==> src/rtl/csa_accumulator_29bit_pkg.sv <==
// Shared definitions for the 29-bit streaming accumulator: FSM state
// encoding and the block geometry of the carry-select adder.
package csa_accumulator_29bit_pkg;

    // Packet FSM states.
    typedef enum logic [1:0] {
        ST_IDLE = 2'd0,   // accumulator empty, waiting for the first term
        ST_ACC  = 2'd1,   // partial packet in progress
        ST_DONE = 2'd2    // packet result held for the sink
    } state_t;

    // Bits per carry-select block inside csa_29bit.
    localparam int CSA_BLOCK = 4;

    // Number of carry-select blocks needed to cover a w-bit operand.
    // The last block is narrower when w is not a multiple of CSA_BLOCK.
    function automatic int csa_num_blocks(input int w);
        return (w + CSA_BLOCK - 1) / CSA_BLOCK;
    endfunction

endpackage

==> src/rtl/csa_accumulator_29bit_csa.sv <==
// csa_29bit: combinational two-operand carry-select adder.
// Each block precomputes its sum for carry-in 0 and 1; the block carry
// chain then only walks through one mux per block.
module csa_29bit
    import csa_accumulator_29bit_pkg::*;
#(
    parameter int WIDTH = 29
) (
    input  logic [WIDTH-1:0] a,
    input  logic [WIDTH-1:0] b,
    output logic [WIDTH-1:0] sum,
    output logic             cout
);

    localparam int NB = csa_num_blocks(WIDTH);

    // carry[gi] is the carry into block gi; carry[NB] is the final carry out.
    logic [NB:0] carry;

    assign carry[0] = 1'b0;

    genvar gi;
    generate
        for (gi = 0; gi < NB; gi = gi + 1) begin : g_block
            localparam int LO = gi * CSA_BLOCK;
            localparam int HI = (((LO + CSA_BLOCK) < WIDTH) ? (LO + CSA_BLOCK) : WIDTH) - 1;
            localparam int BW = HI - LO + 1;

            logic [BW:0] sum_c0;
            logic [BW:0] sum_c1;

            // Both candidate sums, one extra bit for the block carry.
            // sum_c1 cannot overflow BW+1 bits: max is 2*(2^BW-1)+1.
            assign sum_c0 = {1'b0, a[HI:LO]} + {1'b0, b[HI:LO]};
            assign sum_c1 = sum_c0 + {{BW{1'b0}}, 1'b1};

            // Select the candidate matching the real incoming carry.
            assign sum[HI:LO]    = carry[gi] ? sum_c1[BW-1:0] : sum_c0[BW-1:0];
            assign carry[gi + 1] = carry[gi] ? sum_c1[BW]     : sum_c0[BW];
        end
    endgenerate

    assign cout = carry[NB];

endmodule

==> src/rtl/csa_accumulator_29bit.sv <==
// csa_accumulator_29bit: streaming packet accumulator around csa_29bit.
// Accepts up to NUM_TERMS terms per packet (or fewer when i_last is seen),
// sums them modulo 2^WIDTH, tracks a sticky carry-out flag and a term count,
// and holds the packet result until the sink takes it.
module csa_accumulator_29bit
    import csa_accumulator_29bit_pkg::*;
#(
    parameter int WIDTH     = 29,
    parameter int NUM_TERMS = 8,
    parameter int CNT_W     = $clog2(NUM_TERMS + 1)
) (
    input  logic             clk,
    input  logic             rst_n,
    input  logic             i_valid,
    output logic             o_ready,
    input  logic [WIDTH-1:0] i_data,
    input  logic             i_last,
    output logic             o_valid,
    input  logic             i_ready,
    output logic [WIDTH-1:0] o_result,
    output logic             o_ovf,
    output logic [CNT_W-1:0] o_count
);

    localparam logic [CNT_W-1:0] LAST_CNT = CNT_W'(NUM_TERMS);
    localparam logic [CNT_W-1:0] CNT_ONE  = CNT_W'(1);

    state_t           state_reg, state_next;
    logic             ready_reg, ready_next;
    logic [WIDTH-1:0] acc_reg,   acc_next;
    logic             ovf_reg,   ovf_next;
    logic [CNT_W-1:0] cnt_reg,   cnt_next;

    logic [WIDTH-1:0] add_sum;
    logic             add_cout;
    logic             accept;
    logic             close_pkt;
    logic             release_pkt;
    logic [CNT_W-1:0] cnt_inc;

    // The adder always sees acc + i_data; its result is only used on accept.
    csa_29bit #(
        .WIDTH (WIDTH)
    ) u_csa (
        .a    (acc_reg),
        .b    (i_data),
        .sum  (add_sum),
        .cout (add_cout)
    );

    assign accept      = i_valid & ready_reg;
    assign cnt_inc     = cnt_reg + CNT_ONE;
    assign close_pkt   = (cnt_inc == LAST_CNT) | i_last;
    assign release_pkt = (state_reg == ST_DONE) & i_ready;

    // State register; o_ready is held low until the first edge after reset.
    always_ff @(posedge clk or negedge rst_n) begin
        if (!rst_n) begin
            state_reg <= ST_IDLE;
            ready_reg <= 1'b0;
        end else begin
            state_reg <= state_next;
            ready_reg <= ready_next;
        end
    end

    // Next-state logic: a closing term moves to DONE, the sink handshake back to IDLE.
    always_comb begin
        state_next = state_reg;
        case (state_reg)
            ST_IDLE, ST_ACC: begin
                if (accept) begin
                    state_next = close_pkt ? ST_DONE : ST_ACC;
                end
            end
            ST_DONE: begin
                if (i_ready) begin
                    state_next = ST_IDLE;
                end
            end
            default: state_next = ST_IDLE;
        endcase
    end

    // Output logic: accept terms in every state except while a result is held.
    always_comb begin
        ready_next = (state_next != ST_DONE);
    end

    // Datapath next values: fold in an accepted term, or clear once the result is taken.
    always_comb begin
        acc_next = acc_reg;
        ovf_next = ovf_reg;
        cnt_next = cnt_reg;
        if (accept) begin
            acc_next = add_sum;
            ovf_next = ovf_reg | add_cout;
            cnt_next = cnt_inc;
        end else if (release_pkt) begin
            acc_next = '0;
            ovf_next = 1'b0;
            cnt_next = '0;
        end
    end

    // Datapath registers; these directly drive the result outputs.
    always_ff @(posedge clk or negedge rst_n) begin
        if (!rst_n) begin
            acc_reg <= '0;
            ovf_reg <= 1'b0;
            cnt_reg <= '0;
        end else begin
            acc_reg <= acc_next;
            ovf_reg <= ovf_next;
            cnt_reg <= cnt_next;
        end
    end

    assign o_ready  = ready_reg;
    assign o_valid  = (state_reg == ST_DONE);
    assign o_result = acc_reg;
    assign o_ovf    = ovf_reg;
    assign o_count  = cnt_reg;

endmodule
==> config.mk <==
export PLATFORM = sky130hd
export DESIGN_NAME = csa_accumulator_29bit
export DESIGN_NICKNAME = d
export VERILOG_FILES = /design/src/rtl/csa_accumulator_29bit_pkg.sv /design/src/rtl/csa_accumulator_29bit_csa.sv /design/src/rtl/csa_accumulator_29bit.sv
export SDC_FILE = /design/constraint.sdc
export NUM_CORES = 1
export LEC_CHECK = 0
export ABC_AREA = 1
export BUFFER_PORTS_ARGS = -buffer_cell sky130_fd_sc_hd__buf_4
export CORE_MARGIN = 2
export CORE_UTILIZATION = 59
export DETAILED_ROUTE_END_ITERATION = 7
export PLACE_DENSITY = 0.86
export SLEW_MARGIN = 20
export SYNTH_ARGS = -nofsm -noshare
export SYNTH_HDL_FRONTEND = slang
export SYNTH_SLANG_ARGS = --single-unit
==> constraint.sdc <==
create_clock -name clk -period 3.9 [get_ports clk]
set_input_delay 0.585 -clock clk [delete_from_list [all_inputs] [get_ports clk]]
set_output_delay 0.585 -clock clk [all_outputs]
set_load 0.1 [all_outputs]
# Word-level counts from Yosys, hierarchy flattened

Cells that the tools add are included.

Word-level logic and storage cells: 56
Input bits: 34
Register bits after elaboration: 37
Output and inout bits: 36

Mux-type cells: 24
Add/sub/neg operators: 16
Reduce and logical (&&, ||, !) cells: 3
Equality and inequality tests: 4
Bitwise logic cells: 4

Operator list:

| operator              | number |
|---|---|
| $mux W29              | 2 |
| $add A4 B4 Y5         | 7 |
| $mux W4               | 8 |
| $add A5 B1 Y5 const B | 6 |
| $mux W1               | 10 |
| $mux W2               | 3 |
| $add A4 B1 Y4 const B | 1 |
| $eq A4 B4 Y1 const B  | 1 |
| $pmux W2 S2           | 1 |
| $add A1 B1 Y2         | 1 |
| $add A2 B1 Y2 const B | 1 |
| $and A1 B1 Y1         | 2 |
| $eq A2 B1 Y1 const B  | 1 |
| $eq A2 B2 Y1 const B  | 1 |
| $logic_not A2 Y1      | 1 |
| $ne A2 B2 Y1 const B  | 1 |
| $or A1 B1 Y1          | 2 |
| $reduce_bool A2 Y1    | 1 |
| $reduce_or A2 Y1      | 1 |

# Longest topological paths before layout

Gate-level depths: netlist of the first run.

Depth in word-level cells: 11
Depth in mapped cells: 21
Mapped depth without buffers: 21

# Cells and area by module

A second synthesis of the first run with hierarchy kept.

Cell total of the unflattened synthesis: 400
Area, all modules: 3301.9 µm²

By module, submodules not included:

| module                | area each (µm²) | sequential area each (µm²) | cells each | instances |
|---|---|---|---|---|
| csa_29bit             | 1727.9          | 0.0                        | 230        | 1 |
| csa_accumulator_29bit | 1574.0          | 925.9                      | 170        | 1 |

# Worst setup path after synthesis of the first run

No wires, ideal clock.

Path type: register to register
Start: register acc_reg[4], in the netlist o_result[4]
End: register ovf_reg, in the netlist o_ovf
Required time: 3.778 ns
Path slack: 0.675 ns
Stages on the path, launching flop included: 19
Period minus slack after synthesis: 3.225 ns
Library setup time: 0.122 ns
Arrival time: 3.103 ns
Buffers on the path: 0
Path through: dfrtp_1 -> ha_1 -> fa_1 -> ha_1 -> nand3_2 -> nor2_4 -> nand3_2 -> nand2_2 -> nand2_4 -> nand2_4 -> nand2_2 -> nand2_2 -> nand3_2 -> nand2_4 -> nand2_4 -> nand3_1 -> nand3_1 -> nand3_1 -> nand2_1

Cells in the longest elaborated chain, start to end: 11

Ends and longest elaborated chain:

| element                   | RTL line                        | RTL |
|---|---|---|
| start: declaration        | csa_accumulator_29bit.sv:30     | `logic [WIDTH-1:0] acc_reg, acc_next;` |
| start signal: assignment  | csa_accumulator_29bit.sv:113    | `acc_reg <= acc_next;` |
| $add A4 B4 Y5 (*)         | csa_accumulator_29bit_csa.sv:34 | `assign sum_c0 = {1'b0, a[HI:LO]} + {1'b0, b[HI:LO]};` |
| $add A5 B1 Y5             | csa_accumulator_29bit_csa.sv:35 | `assign sum_c1 = sum_c0 + {{BW{1'b0}}, 1'b1};` |
| $mux W1 (*) (7 in series) | csa_accumulator_29bit_csa.sv:39 | `assign carry[gi + 1] = carry[gi] ? sum_c1[BW] : sum_c0[BW];` |
| $or A1 B1 Y1 (*)          | csa_accumulator_29bit.sv:97     | `ovf_next = ovf_reg \| add_cout;` |
| $mux W1 (*)               | csa_accumulator_29bit.sv:95     | `if (accept) begin` |
| end signal: assignment    | csa_accumulator_29bit.sv:114    | `ovf_reg <= ovf_next;` |
| end: declaration          | csa_accumulator_29bit.sv:31     | `logic ovf_reg, ovf_next;` |

Mark *: on every way between the ends. The rest lies on a longest branch, timed or not.
A chain may end at the register's enable or synchronous reset.

# Worst setup path after layout of the first run

Start: input port i_data[4]
End: register acc_reg[28], in the netlist o_result[28]

Cells in the longest elaborated chain, start to end: 10

Ends and longest elaborated chain:

| element                   | RTL line                        | RTL |
|---|---|---|
| start: declaration        | csa_accumulator_29bit.sv:16     | `input logic [WIDTH-1:0] i_data,` |
| $add A4 B4 Y5 (*)         | csa_accumulator_29bit_csa.sv:34 |  |
| $add A5 B1 Y5             | csa_accumulator_29bit_csa.sv:35 |  |
| $mux W1 (*) (6 in series) | csa_accumulator_29bit_csa.sv:39 |  |
| $mux W1 (*)               | csa_accumulator_29bit_csa.sv:38 | `assign sum[HI:LO] = carry[gi] ? sum_c1[BW-1:0] : sum_c0[BW-1:0];` |
| $mux W29 (*)              | csa_accumulator_29bit.sv:95     |  |

Marked as above.

==> metrics.txt, run 1 <==
# TYPE chip_impl_metric gauge
chip_impl_info{name="run_status",value="finished, final reports clean"} 1
chip_impl_info{name="synth_largest_area_cell",value="sky130_fd_sc_hd__dfrtp_1"} 1
chip_impl_metric{name="synth_enable_flop_cells",unit=""} 0
chip_impl_info{name="slowest_stage",value="sky130_fd_sc_hd__fa_1"} 1
chip_impl_metric{name="tightestPinTransition",unit="ns"} 0.7484
chip_impl_metric{name="htree_levels",unit=""} 2
chip_impl_metric{name="via_count_of_the_first_global_routing_pass",unit=""} 2797
chip_impl_metric{name="drive_above_1_share",unit=""} 0.2199
chip_impl_metric{name="synth.ff_latch_count",unit=""} 37
chip_impl_metric{name="cp_buf_inv_count",unit=""} 1
chip_impl_metric{name="global_route.overflow_total",unit=""} 0
chip_impl_metric{name="syn-instance-count",unit=""} 401
chip_impl_info{name="timing.critical_path.to_type",value="flop"} 1
chip_impl_metric{name="grt_start_max_net_pins",unit=""} 38
chip_impl_metric{name="report.final.setup_viol",unit=""} 0
chip_impl_info{name="cp_cell_instances",value="buf_4 -> ha_1 -> fa_1 -> ha_1 -> nand3_2 -> nor2_4 -> nand3_2 -> nand2_2 -> nand2_4 -> nand2_4 -> nand2_2 -> nand2_2 -> nand3_2 -> nand2_4 -> nand2_4 -> nand3_1 -> nand3_1 -> nand3_1 -> nand2_1"} 1
chip_impl_info{name="postSynth.topFlopCell",value="sky130_fd_sc_hd__dfrtp_1"} 1
chip_impl_info{name="ctsRootBufferMaster",value="sky130_fd_sc_hd__clkbuf_8"} 1
chip_impl_metric{name="grtUsageTotal",unit=""} 0.2587
chip_impl_metric{name="cts_inserted_buffers",unit=""} 5
chip_impl_metric{name="cap_viol_max_count",unit=""} 0
chip_impl_metric{name="die_width",unit="µm"} 76.58
chip_impl_metric{name="drtPass1Iterations",unit=""} 4
chip_impl_info{name="synthMostInstantiatedCell",value="sky130_fd_sc_hd__nand2_1"} 1
chip_impl_metric{name="clk_latency",unit="ns"} 0.29
chip_impl_metric{name="row_count",unit=""} 26
chip_impl_metric{name="maxClockFrequency",unit="MHz"} 335.9
chip_impl_metric{name="total_standard_cell_area_after_synthesis",unit="mm²"} 0.003108
chip_impl_metric{name="grt_pass1_wl",unit="µm"} 12140
chip_impl_metric{name="finClkSkew",unit="ns"} 0.004635
chip_impl_metric{name="crit_required",unit="ns"} 4.08
chip_impl_info{name="critPathKind",value="primary input to flop"} 1
chip_impl_metric{name="clkSlewWorstSetupHoldPaths",unit="ns"} 0.08
chip_impl_metric{name="share_of_synthesized_registers_carrying_an_async_set_or_reset",unit=""} 1.000
chip_impl_metric{name="drc",unit=""} 0
chip_impl_metric{name="post_cts.repair.setup_buffers",unit=""} 0
chip_impl_metric{name="fin_tns_setup",unit="ns"} 0
chip_impl_metric{name="finalWorstSetupSlack",unit="ns"} 0.9226
chip_impl_metric{name="timing_max_transition_violations_final",unit=""} 0
chip_impl_info{name="tritoncts",value="done"} 1
chip_impl_metric{name="synthesis.yosys.warnings",unit=""} 0
chip_impl_metric{name="period_minus_slack",unit="ns"} 2.977
chip_impl_metric{name="post_dp_cell_area",unit="mm²"} 0.003701
chip_impl_metric{name="drt-vias-per-instance",unit=""} 5.302
chip_impl_metric{name="ctsResizeCount",unit=""} 0
chip_impl_metric{name="grt_antenna_before_repair",unit=""} 0
chip_impl_metric{name="wl",unit="µm"} 7118
chip_impl_metric{name="final_antenna_net_count",unit=""} 0
chip_impl_metric{name="drt-wirelength-per-cell",unit="µm"} 13.11
chip_impl_metric{name="largest_reg_flops",unit=""} 29
chip_impl_metric{name="diodes",unit=""} 0
chip_impl_metric{name="n_fill_cell",unit=""} 393
chip_impl_metric{name="design.portCount",unit=""} 70
chip_impl_metric{name="finish.instance_area",unit="mm²"} 0.003805
chip_impl_metric{name="seq_area_frac_synth",unit=""} 0.2979
chip_impl_metric{name="total_clock_sinks",unit=""} 37
chip_impl_metric{name="ff2ff_setup_slack",unit="ns"} 0.93
chip_impl_info{name="timing.hold.worst.class",value="primary input to asynchronous set/reset pin"} 1
chip_impl_metric{name="crit_arrival",unit="ns"} 3.16
chip_impl_metric{name="die-area",unit="mm²"} 0.005865
chip_impl_metric{name="core-area",unit="mm²"} 0.005107
chip_impl_metric{name="initial_core_util",unit=""} 0.6085
chip_impl_metric{name="synthDominantCellAreaShare",unit=""} 0.2979
chip_impl_info{name="type_of_origin_of_the_critical_path",value="primary input"} 1
chip_impl_metric{name="syn-mean-instance-area",unit="µm²"} 7.751
chip_impl_metric{name="synth_cell_type_count",unit=""} 33
chip_impl_metric{name="worst_hold_slack",unit="ns"} 0.2498
chip_impl_metric{name="final_nets",unit=""} 551
chip_impl_metric{name="final_hold_viols",unit=""} 0
chip_impl_metric{name="pre_cts_ws",unit="ns"} 0.6231
chip_impl_metric{name="drtIter0Drc",unit=""} 142
chip_impl_metric{name="io_buffers",unit=""} 69
chip_impl_info{name="critical-path-top-cell-by-count",value="sky130_fd_sc_hd__nand2_4"} 1
chip_impl_info{name="rsz_0062_raised_after_global_routing",value="no"} 1
chip_impl_info{name="synth_commonest_cells",value="sky130_fd_sc_hd__nand2_1 (96), sky130_fd_sc_hd__inv_1 (55), sky130_fd_sc_hd__dfrtp_1 (37), sky130_fd_sc_hd__ha_1 (37), sky130_fd_sc_hd__nand3_1 (28)"} 1
chip_impl_metric{name="worstPathMaxFanout",unit=""} 6
chip_impl_metric{name="worst_slew_margin_rel",unit=""} 0.4980
chip_impl_metric{name="area.growth.synth_to_final",unit="%"} 22.42
chip_impl_metric{name="final_min_period_over_clock_period",unit=""} 0.7634
chip_impl_metric{name="slowest_delay",unit="ns"} 0.56
chip_impl_info{name="cell_types_with_the_largest_area_share_after_synthesis",value="sky130_fd_sc_hd__dfrtp_1 (30%), sky130_fd_sc_hd__ha_1 (15%), sky130_fd_sc_hd__nand2_1 (12%), sky130_fd_sc_hd__inv_1 (6.6%), sky130_fd_sc_hd__fa_1 (4.5%)"} 1
chip_impl_metric{name="die-height",unit="µm"} 76.58
chip_impl_metric{name="detailroute.via_count",unit=""} 2879
chip_impl_metric{name="globalplace.congestion",unit=""} 0.8663
chip_impl_info{name="critPathTopFamily",value="simple AND/OR/NAND/NOR gates"} 1
chip_impl_metric{name="synth.net_count",unit=""} 479
chip_impl_metric{name="cts_stage_hold_buffer_count",unit=""} 0
chip_impl_metric{name="hpwlAfterDp",unit="µm"} 5561
chip_impl_metric{name="clock_path_buffers",unit=""} 2
==> stage by stage <==
stage / util / std cells
after floorplan: - / 401
after global placement: 0.7246 / 536
final: 0.7450 / 543
after CTS: 0.7450 / 543
after detailed placement: 0.7246 / 536
after global routing: 0.7450 / 543
==> layout make-up <==
type | count | area, µm² | share of cell area
multi-input combinational | 299 | 1937 | 0.5090
sequential | 37 | 925.9 | 0.2433
timing repair buffer | 70 | 525.5 | 0.1381
inverter | 60 | 225.2 | 0.05919
tap | 70 | 87.58 | 0.02302
clock buffer | 5 | 68.82 | 0.01809
clock inverter | 2 | 35.03 | 0.009207
==> cell usage in the layout (no fill, tap or decap), types with 11 or more instances in the layout <==
cell / Yosys / routed
sky130_fd_sc_hd__nor2_1: 23 / 23
sky130_fd_sc_hd__o21ai_0: 27 / 27
sky130_fd_sc_hd__nand2_1: 96 / 96
sky130_fd_sc_hd__a21oi_1: 11 / 11
sky130_fd_sc_hd__buf_4: 0 / 70
sky130_fd_sc_hd__inv_1: 55 / 55
sky130_fd_sc_hd__dfrtp_1: 37 / 37
sky130_fd_sc_hd__xor2_1: 12 / 12
sky130_fd_sc_hd__ha_1: 37 / 37
sky130_fd_sc_hd__nand3_1: 28 / 28
==> final timing paths <==
check / to / cells after the start / startpoint
worst min-delay path: o_result[12] / 1 / rst_n
worst min register to register: o_result[24] / 2 / o_result[24]
worst max-delay path: o_result[28] / 19 / i_data[4]
max in group asynchronous: o_result[11] / 1 / rst_n
worst max register to register: o_result[28] / 18 / o_result[4]
min in group clk: o_result[24] / 2 / o_result[24]
==> cells by family (layout without fill, tap and decap cells) <==
group           after synthesis  count (layout)  synth area share
xor+xnor                     14              14           0.03945
flops                        37              37            0.2979
buf+inv                      65             137           0.07890
fa+ha+maj                    44              44            0.1940
compound gates               63              63            0.1163
simple gates                178             178            0.2734
==> per-layer routing <==
layer	share of wire	track usage
met1	0.43	0.3167
met2	0.51	0.4619
met3	0.050	0.04739
met4	0.013	0.08000
met5	0	0
Power of run 1 is left out: the tool's default activity adds up to more than one toggle a clock period on the data nets, which glitch-free logic cannot reach.
==> inputs of run 2 (changes only) <==
- CORE_UTILIZATION: 59 -> 55
- PLACE_DENSITY: 0.86 -> 0.81
- clock period: 3.9 -> 2.75 ns (I/O delays scaled with it)
==> metrics.txt, run 2 (same netlist as run 1, synthesis figures left out) <==
# TYPE chip_impl_metric gauge
chip_impl_info{name="run_status",value="finished, violations left"} 1
chip_impl_info{name="violated_checks",value="negative setup slack"} 1
chip_impl_metric{name="maxClockFrequency",unit="MHz"} 355.2
chip_impl_metric{name="grtUsageTotal",unit=""} 0.2526
chip_impl_metric{name="drtPass1Iterations",unit=""} 4
chip_impl_info{name="worstSetupStartpoint",value="o_result[4]"} 1
chip_impl_metric{name="finish.instance_area",unit="mm²"} 0.004100
chip_impl_info{name="type_of_origin_of_the_critical_path",value="flop"} 1
chip_impl_info{name="most-common-layout-cells",value="sky130_fd_sc_hd__nand2_1 (94), sky130_fd_sc_hd__buf_4 (91), sky130_fd_sc_hd__inv_1 (53)"} 1
chip_impl_metric{name="design.portCount",unit=""} 70
chip_impl_metric{name="globalplace.congestion",unit=""} 0.8657
chip_impl_info{name="endpoint_of_the_most_critical_register_to_register_path",value="o_ovf"} 1
chip_impl_metric{name="initial_core_util",unit=""} 0.5679
chip_impl_info{name="reg2reg_from",value="o_result[4]"} 1
chip_impl_metric{name="worstPathMaxFanout",unit=""} 5
chip_impl_metric{name="report.final.setup_viol",unit=""} 9
chip_impl_metric{name="diodes",unit=""} 0
chip_impl_metric{name="tightestPinTransition",unit="ns"} 0.5089
chip_impl_metric{name="grt_antenna_before_repair",unit=""} 0
chip_impl_metric{name="pre_cts_ws",unit="ns"} -0.1624
chip_impl_metric{name="final_nets",unit=""} 572
chip_impl_metric{name="clkSlewWorstSetupHoldPaths",unit="ns"} 0.08
chip_impl_metric{name="grt_pass1_wl",unit="µm"} 12500
chip_impl_metric{name="cap_viol_max_count",unit=""} 0
chip_impl_metric{name="drtIter0Drc",unit=""} 114
chip_impl_metric{name="die-area",unit="mm²"} 0.006268
chip_impl_metric{name="finalWorstSetupSlack",unit="ns"} -0.06531
chip_impl_metric{name="crit_required",unit="ns"} 2.93
chip_impl_metric{name="drt-vias-per-instance",unit=""} 5.303
chip_impl_metric{name="htree_levels",unit=""} 2
chip_impl_metric{name="final_hold_viols",unit=""} 0
chip_impl_metric{name="global_route.overflow_total",unit=""} 0
chip_impl_metric{name="clk_latency",unit="ns"} 0.30
chip_impl_metric{name="crit_arrival",unit="ns"} 3.00
chip_impl_metric{name="period_minus_slack",unit="ns"} 2.815
chip_impl_metric{name="ff2ff_setup_slack",unit="ns"} -0.07
chip_impl_metric{name="detailroute.via_count",unit=""} 3007
chip_impl_info{name="critPathKind",value="flop to flop"} 1
chip_impl_metric{name="die_width",unit="µm"} 79.17
chip_impl_metric{name="total_clock_sinks",unit=""} 37
chip_impl_metric{name="drc",unit=""} 0
chip_impl_info{name="rsz_0062_raised_after_global_routing",value="yes"} 1
chip_impl_metric{name="final_antenna_net_count",unit=""} 0
chip_impl_metric{name="finish.utilization",unit=""} 0.7492
chip_impl_metric{name="timing_max_transition_violations_final",unit=""} 0
chip_impl_metric{name="worst_slew_margin_rel",unit=""} 0.6602
chip_impl_metric{name="hpwlAfterDp",unit="µm"} 5658
chip_impl_metric{name="drive_above_1_share",unit=""} 0.3051
chip_impl_metric{name="final_min_period_over_clock_period",unit=""} 1.024
chip_impl_info{name="timing.critical_path.to_type",value="flop"} 1
chip_impl_metric{name="grt_start_max_net_pins",unit=""} 38
chip_impl_metric{name="via_count_of_the_first_global_routing_pass",unit=""} 2987
chip_impl_info{name="layout_commonest_cell",value="sky130_fd_sc_hd__nand2_1"} 1
chip_impl_metric{name="clock_path_buffers",unit=""} 2
chip_impl_metric{name="worst_hold_slack",unit="ns"} 0.07219
chip_impl_metric{name="cts_inserted_buffers",unit=""} 5
chip_impl_info{name="ctsRootBufferMaster",value="sky130_fd_sc_hd__clkbuf_8"} 1
chip_impl_metric{name="die-height",unit="µm"} 79.17
chip_impl_metric{name="post_dp_cell_area",unit="mm²"} 0.003862
chip_impl_metric{name="drt-wirelength-per-cell",unit="µm"} 13.14
chip_impl_metric{name="finClkSkew",unit="ns"} 0.01129
chip_impl_metric{name="row_count",unit=""} 27
chip_impl_metric{name="area.growth.synth_to_final",unit="%"} 31.92
chip_impl_info{name="timing.hold.worst.class",value="primary input to asynchronous set/reset pin"} 1
chip_impl_metric{name="core-area",unit="mm²"} 0.005473
chip_impl_metric{name="largest_reg_flops",unit=""} 29
chip_impl_info{name="tritoncts",value="done"} 1
chip_impl_metric{name="io_buffers",unit=""} 69
chip_impl_metric{name="timing.reg2reg.worst_path_depth",unit=""} 18
chip_impl_metric{name="wl",unit="µm"} 7452
run 2: changes by cell type in the layout (fill, tap and decap cells not counted), moves of 3 or more:
cell                      change
sky130_fd_sc_hd__buf_4       +21
sky130_fd_sc_hd__o21ai_0      -4
sky130_fd_sc_hd__o21ai_1      +4
sky130_fd_sc_hd__nand2_4      +3
sky130_fd_sc_hd__dfrtp_1      -9
sky130_fd_sc_hd__nand3_4      +4
sky130_fd_sc_hd__dfrtp_2      +8
sky130_fd_sc_hd__nand3_1      -4
run 2: stage by stage:
step	TNS (ns)	instances
global placement	-0.2671	554
finish	-0.4305	567
CTS	-0.4530	564
global route	-2.319	567
floorplan	-1.074	401
detailed placement	-0.8256	554
run 2: repair_timing:
item | 4_1_cts | 5_1_grt
resized for setup | 13 | 14
hold buffers | 0 | 0
buffers inserted | 2 | 3
gates cloned | 0 | 0
endpoints found under the setup margin | 9 | 19
pin swaps | 9 | 3
run 2: how the worst max path moves through the flow:
stage | end | slack, ns
after global placement | o_ovf | -0.05
after CTS | o_ovf | -0.06
after detailed placement | o_result[28] | -0.16
final | o_ovf | -0.07
after global routing | o_result[19] | -0.24
after floorplan | o_ovf | -0.16
run 2: metal layers:
metal  up-vias  share of wire  global-route usage
li1       1498              -                   -
met1      1408           0.43              0.3100
met2        82           0.49              0.4280
met3        19          0.051             0.04432
met4         0          0.025              0.1241
met5         -              0                   0
run 2: final cells by class:
class	count	area (µm²)
Multi-Input combinational cell	299	2063
Fill cell	426	1373
Sequential cell	37	939.7
Timing Repair Buffer	91	683.2
Inverter	60	230.2
Tap cell	72	90.09
Clock buffer	7	86.33
Clock inverter	1	7.507
run 2: worst max-delay path, stage by stage (launching register included):
cell,delay (ns)
sky130_fd_sc_hd__dfrtp_4,0.49
sky130_fd_sc_hd__ha_4,0.17
sky130_fd_sc_hd__fa_2,0.56
sky130_fd_sc_hd__ha_4,0.15
sky130_fd_sc_hd__nand3_4,0.08
sky130_fd_sc_hd__nor2_4,0.14
sky130_fd_sc_hd__nand3_2,0.10
sky130_fd_sc_hd__nand2_4,0.09
sky130_fd_sc_hd__nand2_4,0.06
sky130_fd_sc_hd__nand2_4,0.08
sky130_fd_sc_hd__nand2_4,0.06
sky130_fd_sc_hd__nand2_4,0.07
sky130_fd_sc_hd__nand2_4,0.07
sky130_fd_sc_hd__nand2_4,0.08
sky130_fd_sc_hd__nand3_1,0.15
sky130_fd_sc_hd__nand3_2,0.13
sky130_fd_sc_hd__nand3b_1,0.09
sky130_fd_sc_hd__nand3_1,0.07
sky130_fd_sc_hd__nand2_1,0.05
Power of run 2 is left out for the same reason.
